===== config.mk =====
export PLATFORM = sky130hd
export DESIGN_NAME = regfile_scoreboard
export DESIGN_NICKNAME = d
export VERILOG_FILES = /design/src/rtl/regfile_pkg.sv /design/src/rtl/rf_read_port.sv /design/src/rtl/regfile_scoreboard.sv
export SDC_FILE = /design/constraint.sdc
export NUM_CORES = 2
export LEC_CHECK = 0
export CAP_MARGIN = 5
export CORE_ASPECT_RATIO = 0.5
export CORE_MARGIN = 2
export CORE_UTILIZATION = 30
export DETAILED_ROUTE_END_ITERATION = 16
export GPL_TIMING_DRIVEN = 0
export REMOVE_ABC_BUFFERS = 1
export SLEW_MARGIN = 10
export SYNTH_ARGS = -nofsm -noshare
export SYNTH_HDL_FRONTEND = slang
export SYNTH_SLANG_ARGS = --single-unit

===== constraint.sdc =====
create_clock -name clk -period 46.6 [get_ports clk]
set_input_delay 9.32 -clock clk [delete_from_list [all_inputs] [get_ports clk]]
set_output_delay 9.32 -clock clk [all_outputs]
set_load 0.02 [all_outputs]

===== src/rtl/regfile_pkg.sv =====
// Shared register-file constants: default widths and MIPS register indices.
package regfile_pkg;

  localparam int unsigned RF_DATA_W = 32;
  localparam int unsigned RF_ADDR_W = 5;

  // MIPS architectural register indices
  localparam int unsigned REG_ZERO  = 0;
  localparam int unsigned REG_RA    = 31;

endpackage : regfile_pkg


===== src/rtl/rf_read_port.sv =====
// One combinational read port: stored value with same-cycle write bypass
// (port 1 has priority over port 0) and busy bypass for a same-cycle clear.
// Ports:
//   rd_addr            read address
//   stored, busy       array value and busy bit at rd_addr (0 for register 0)
//   wr_en0/addr0/data0 write port 0 (ALU writeback)
//   wr_en1/addr1/data1 write port 1 (load writeback, clears busy)
//   rd_data_c          bypassed read data
//   rd_busy_c          busy flag with a same-cycle port-1 clear applied
module rf_read_port
  import regfile_pkg::*;
#(
  parameter int unsigned DATA_W = RF_DATA_W,
  parameter int unsigned ADDR_W = RF_ADDR_W
) (
  input  logic [ADDR_W-1:0] rd_addr,
  input  logic [DATA_W-1:0] stored,
  input  logic              busy,
  input  logic              wr_en0,
  input  logic [ADDR_W-1:0] wr_addr0,
  input  logic [DATA_W-1:0] wr_data0,
  input  logic              wr_en1,
  input  logic [ADDR_W-1:0] wr_addr1,
  input  logic [DATA_W-1:0] wr_data1,
  output logic [DATA_W-1:0] rd_data_c,
  output logic              rd_busy_c
);

  logic hit0;
  logic hit1;
  logic nonzero;

  // Bypass mux; register 0 never bypasses so it always reads zero
  always_comb begin
    rd_data_c = stored;
    rd_busy_c = busy;
    nonzero   = (rd_addr != ADDR_W'(REG_ZERO));
    hit0      = wr_en0 && (wr_addr0 == rd_addr);
    hit1      = wr_en1 && (wr_addr1 == rd_addr);
    if (nonzero && hit1) begin
      rd_data_c = wr_data1;
    end else if (nonzero && hit0) begin
      rd_data_c = wr_data0;
    end
    if (hit1) begin
      rd_busy_c = 1'b0;
    end
  end

endmodule : rf_read_port


===== src/rtl/regfile_scoreboard.sv =====
// Two-read / two-write register file with a per-register busy scoreboard
// tracking outstanding loads, plus a registered count of busy registers.
// Ports:
//   clk, rst                 clock, asynchronous active-high reset
//   rd_addr_a/b              read port addresses
//   rd_data_a/b              read data (combinational, write-bypassed)
//   rd_busy_a/b              addressed register has a pending load
//   wr_en0/addr0/data0       write port 0 (ALU writeback)
//   wr_en1/addr1/data1       write port 1 (load writeback, clears busy)
//   claim_en, claim_addr     mark a register busy (load issued)
//   flush                    clear every busy bit
//   busy_cnt                 number of busy registers
module regfile_scoreboard
  import regfile_pkg::*;
#(
  parameter int unsigned DATA_W = RF_DATA_W,
  parameter int unsigned ADDR_W = RF_ADDR_W
) (
  input  logic              clk,
  input  logic              rst,
  input  logic [ADDR_W-1:0] rd_addr_a,
  input  logic [ADDR_W-1:0] rd_addr_b,
  output logic [DATA_W-1:0] rd_data_a,
  output logic [DATA_W-1:0] rd_data_b,
  output logic              rd_busy_a,
  output logic              rd_busy_b,
  input  logic              wr_en0,
  input  logic [ADDR_W-1:0] wr_addr0,
  input  logic [DATA_W-1:0] wr_data0,
  input  logic              wr_en1,
  input  logic [ADDR_W-1:0] wr_addr1,
  input  logic [DATA_W-1:0] wr_data1,
  input  logic              claim_en,
  input  logic [ADDR_W-1:0] claim_addr,
  input  logic              flush,
  output logic [ADDR_W:0]   busy_cnt
);

  localparam int unsigned NREG  = 2 ** ADDR_W;
  localparam int unsigned CNT_W = ADDR_W + 1;

  // Register 0 is hardwired to zero, so only entries 1..NREG-1 are stored
  logic [DATA_W-1:0] regs [NREG-1:1];
  logic [NREG-1:1]   busy_q;
  logic [NREG-1:0]   busy_vec;
  logic [DATA_W-1:0] stored_a;
  logic [DATA_W-1:0] stored_b;
  logic              claim_ok;
  logic              clear_ok;
  logic              cnt_inc;
  logic              cnt_dec;
  logic [CNT_W-1:0]  cnt_next;

  // Stored values and busy bits as seen by the read ports
  always_comb begin
    busy_vec = {busy_q, 1'b0};
    stored_a = '0;
    stored_b = '0;
    if (rd_addr_a != ADDR_W'(REG_ZERO)) stored_a = regs[rd_addr_a];
    if (rd_addr_b != ADDR_W'(REG_ZERO)) stored_b = regs[rd_addr_b];
  end

  // Incremental count update; a claim of the register being cleared keeps it busy
  always_comb begin
    claim_ok = claim_en && (claim_addr != ADDR_W'(REG_ZERO));
    clear_ok = wr_en1 && (wr_addr1 != ADDR_W'(REG_ZERO));
    cnt_inc  = claim_ok && !busy_vec[claim_addr];
    cnt_dec  = clear_ok && busy_vec[wr_addr1] &&
               !(claim_ok && (claim_addr == wr_addr1));
    cnt_next = busy_cnt + CNT_W'(cnt_inc) - CNT_W'(cnt_dec);
  end

  // Data storage; port 1 wins on a same-address double write
  always_ff @(posedge clk or posedge rst) begin
    if (rst) begin
      for (int unsigned r = 1; r < NREG; r++) regs[r] <= '0;
    end else begin
      for (int unsigned r = 1; r < NREG; r++) begin
        if (wr_en1 && (wr_addr1 == ADDR_W'(r))) begin
          regs[r] <= wr_data1;
        end else if (wr_en0 && (wr_addr0 == ADDR_W'(r))) begin
          regs[r] <= wr_data0;
        end
      end
    end
  end

  // Busy scoreboard: flush beats claim, claim beats port-1 clear
  always_ff @(posedge clk or posedge rst) begin
    if (rst) begin
      busy_q <= '0;
    end else begin
      for (int unsigned r = 1; r < NREG; r++) begin
        if (flush) begin
          busy_q[r] <= 1'b0;
        end else if (claim_en && (claim_addr == ADDR_W'(r))) begin
          busy_q[r] <= 1'b1;
        end else if (wr_en1 && (wr_addr1 == ADDR_W'(r))) begin
          busy_q[r] <= 1'b0;
        end
      end
    end
  end

  always_ff @(posedge clk or posedge rst) begin
    if (rst) begin
      busy_cnt <= '0;
    end else if (flush) begin
      busy_cnt <= '0;
    end else begin
      busy_cnt <= cnt_next;
    end
  end

  rf_read_port #(
    .DATA_W (DATA_W),
    .ADDR_W (ADDR_W)
  ) u_rd_a (
    .rd_addr   (rd_addr_a),
    .stored    (stored_a),
    .busy      (busy_vec[rd_addr_a]),
    .wr_en0    (wr_en0),
    .wr_addr0  (wr_addr0),
    .wr_data0  (wr_data0),
    .wr_en1    (wr_en1),
    .wr_addr1  (wr_addr1),
    .wr_data1  (wr_data1),
    .rd_data_c (rd_data_a),
    .rd_busy_c (rd_busy_a)
  );

  rf_read_port #(
    .DATA_W (DATA_W),
    .ADDR_W (ADDR_W)
  ) u_rd_b (
    .rd_addr   (rd_addr_b),
    .stored    (stored_b),
    .busy      (busy_vec[rd_addr_b]),
    .wr_en0    (wr_en0),
    .wr_addr0  (wr_addr0),
    .wr_data0  (wr_data0),
    .wr_en1    (wr_en1),
    .wr_addr1  (wr_addr1),
    .wr_data1  (wr_data1),
    .rd_data_c (rd_data_b),
    .rd_busy_c (rd_busy_b)
  );

endmodule : regfile_scoreboard

==> reports/metrics.csv <==
stage,metric,value,unit
synthesis,synth-seq-cells,1029,
drt,ant_nets,0,
sta,fmax,41.6,MHz
floorplan,die_y,337,um
synthesis,syn_area,66400,um^2
synthesis,synthAdderAreaFrac,0.00143,
pwr,power_density,40.1,nW/um^2
worst_setup_path,critPathSlowestCell,o31ai_1,
sta,maxSlewHeadroom,0.112,
sta,worst_slew_pin_slew,1.33,ns
hold_path,min_path_cells,2,
sta,min_period,24.01,ns
sta,rsz0062_at_grt,no,
drt,dr_wl_met3,27.9,mm
drt,routed_wl,260,mm
cts,cts_resized,0,
worst_setup_path,crit_type,input port to output port,
floorplan,initial_utilization,0.301,
sta,hold_slack,0.587,ns
layout,most-common-layout-cells,"1140 x mux2i_1, 1029 x dfrtp_1, 668 x nor2_1",
worst_setup_path,reg2reg_depth,12,
sta,finalSetupViolCount,0,
synthesis,synth-warning-count,0,
placement,dp.cells,9085,
worst_setup_path,worstPathArrival,14.69,ns
placement,dp_hpwl,165,mm
placement,port_buffers,166,
cts,cts_max_level,3,
sta,final-hold-violation-count,0,
worst_setup_path,crit_buf_inv,6,
cts,ctsHoldBuffers,0,
floorplan,dieArea,225000,um^2
cts,clock-root-buffer,clkbuf_16,
worst_setup_path,crit_path_end_kind,output port,
synthesis,avgSynthCellArea,10.1,um^2
layout,fillCellCount,21758,
floorplan,ios,167,
synthesis,synthMuxAreaShare,0.323,
synthesis,synth_top_family_by_area,multiplexers,
drt,drt_iter0_markers,8151,
synthesis,ys_seq_area_frac,0.388,
pwr,power_leakage,31.8,nW
synthesis,async_reset_ff_frac,1.00,
global_routing,grt-ovfl-total,0,
drt,num_vias,55163,
sta,drv_slew,0,
worst_setup_path,path_max_fanout,63,
floorplan,rows,122,
placement,place_ws,22.82,ns
synthesis,synth-edff-count,0,
worst_setup_path,crit_required,37.28,ns
layout,final_common_cell,mux2i_1,
synthesis,synth_simple_gate_area_frac,0.0898,
synthesis,synth_xor_area_frac,0.00382,
drt,top_layer_used,met5,
cts,cts_setup_buffers,0,
global_routing,grtUsageTotal,0.222,
worst_setup_path,worst_path_most_repeated_cell,buf_16,
layout,nets,6331,
synthesis,synth_compound_area_frac,0.137,
global_routing,grt_pass1_vias,52494,
sta,period_share,0.515,
sta,skew,0.00594,ns
layout,layout-drive-gt1-share,0.176,
hold_path,min_path_type,register to register,
global_routing,antenna_found_initial,11,
cts,path_clk_slew,0.06,ns
synthesis,synth_cells,6548,
drt,vias_per_cell,5.93,
synthesis,ys_types,56,
drt,drc,0,
pwr,irDropWorstVdd,0.0320,mV
cts,clk_latency,0.76,ns
worst_setup_path,cp.depth,11,
drt,wl_met2,114,mm
cts,cts_buffers,117,
worst_setup_path,crit_family,buffers and inverters,
floorplan,coreArea,221000,um^2
drt,drt-met1-wl,103,mm
layout,fin_cells,9309,
sta,worst_slack,22.59,ns
global_routing,grt_max_degree,109,
cts,cts_tree,yes,
worst_setup_path,crit_chain,buf_8 -> buf_16 -> buf_16 -> buf_16 -> xnor2_1 -> and2_1 -> a21oi_4 -> buf_12 -> nand2b_4 -> o31ai_1 -> clkdlybuf4s50_1,
cts,cts.sinks,1029,
floorplan,die_w,669,um
drt,wl_per_cell,28.0,um
run_status,outcome,finished clean,
drt,firstDrtPassIters,6,
synthesis,synth_top_flop_cell,dfrtp_1,
worst_setup_path,cpPeakStageDelay,1.20,ns
cts,cts.path.max_buffers,3,
placement,gp_congestion,0.822,
layout,area_growth,14.5,%
job,drv_cap,0,
worst_setup_path,critPathLaunchType,input port,
global_routing,grt_pass1_wl,375,mm
layout,post-route-util,0.345,
-- final timing paths --
kind,from,endpoint,slack (ns)
worst max register to register,busy_q[27],busy_cnt[5],43.28
min in group asynchronous,rst,busy_cnt[4],9.08
worst min-delay path,busy_q[5],busy_q[5],0.59
worst min register to register,busy_q[5],busy_q[5],0.59
worst max-delay path,rd_addr_a[0],rd_data_a[21],22.59
max in group asynchronous,rst,regs[578],35.11
-- tightest hold or removal path, cell delays in order (launching register included) --
cell,delay (ns)
dfrtp_1,0.40
nand2b_1,0.08
a21oi_1,0.06
-- flip-flops by register name, summed over array words and instances (netlist names) --
signal,flops
regs,992
busy_cnt,6
busy_q,31
-- power by group --
| group | switching, mW | internal, mW |
|---|---|---|
| sequential | 0.184 | 1.13 |
| clock | 0.405 | 0.531 |
| combinational | 0.381 | 0.420 |
| total | 0.971 | 2.08 |
-- logic make-up after synthesis --
kind of cell    Yosys count
mux                    1653
compound gates         1545
simple gates           1436
flops                  1029
buf+inv                 849
xor+xnor                 29
fa+ha+maj                 7
-- cells in the mapped netlist (all sizes together) (29+ instances only) --
library cell / n / area share
mux2i: 1140 / 0.17
dfrtp: 1029 / 0.39
nor2: 680 / 0.039
a21oi: 657 / 0.050
clkbuf: 504 / 0.029
nand2: 485 / 0.027
o21ai: 387 / 0.029
mux4: 381 / 0.13
buf: 334 / 0.027
o22ai: 159 / 0.015
mux2: 132 / 0.022
nor3: 87 / 0.0068
a221oi: 62 / 0.0082
o22a: 57 / 0.0075
o31ai: 52 / 0.0059
nor2b: 44 / 0.0041
nand3: 37 / 0.0028
o21bai: 32 / 0.0036
o311ai: 32 / 0.0042
a32oi: 31 / 0.0041
nand2b: 31 / 0.0029
or2: 31 / 0.0029
a22o: 29 / 0.0038
-- stage by stage --
stage	total power [mW]	TNS (ns)	cell area, um^2
after floorplan	1.82	0	62700
after CTS	3.04	0	76100
after global placement	2.15	-6863.25	68000
final	3.05	0	76000
after global routing	3.18	0	76000
after detailed placement	2.11	0	72300
-- cell type report --
| class | count | area (um^2) | share of cell area |
|---|---|---|---|
| Multi-Input combinational cell | 4670 | 37400 | 0.492 |
| Sequential cell | 1029 | 25700 | 0.339 |
| Timing Repair Buffer | 400 | 5280 | 0.0694 |
| Tap cell | 2976 | 3720 | 0.0490 |
| Clock buffer | 186 | 3530 | 0.0464 |
| Clock inverter | 29 | 243 | 0.00319 |
| Inverter | 11 | 48.8 | 0.000642 |
| Antenna cell | 8 | 20.0 | 0.000263 |
-- layer usage --
layer,up-vias,track usage
li1,23259,-
met1,27521,0.298
met2,3614,0.337
met3,763,0.0496
met4,6,0.116
met5,-,0
Note: power is estimated with default switching activity, not from simulation.
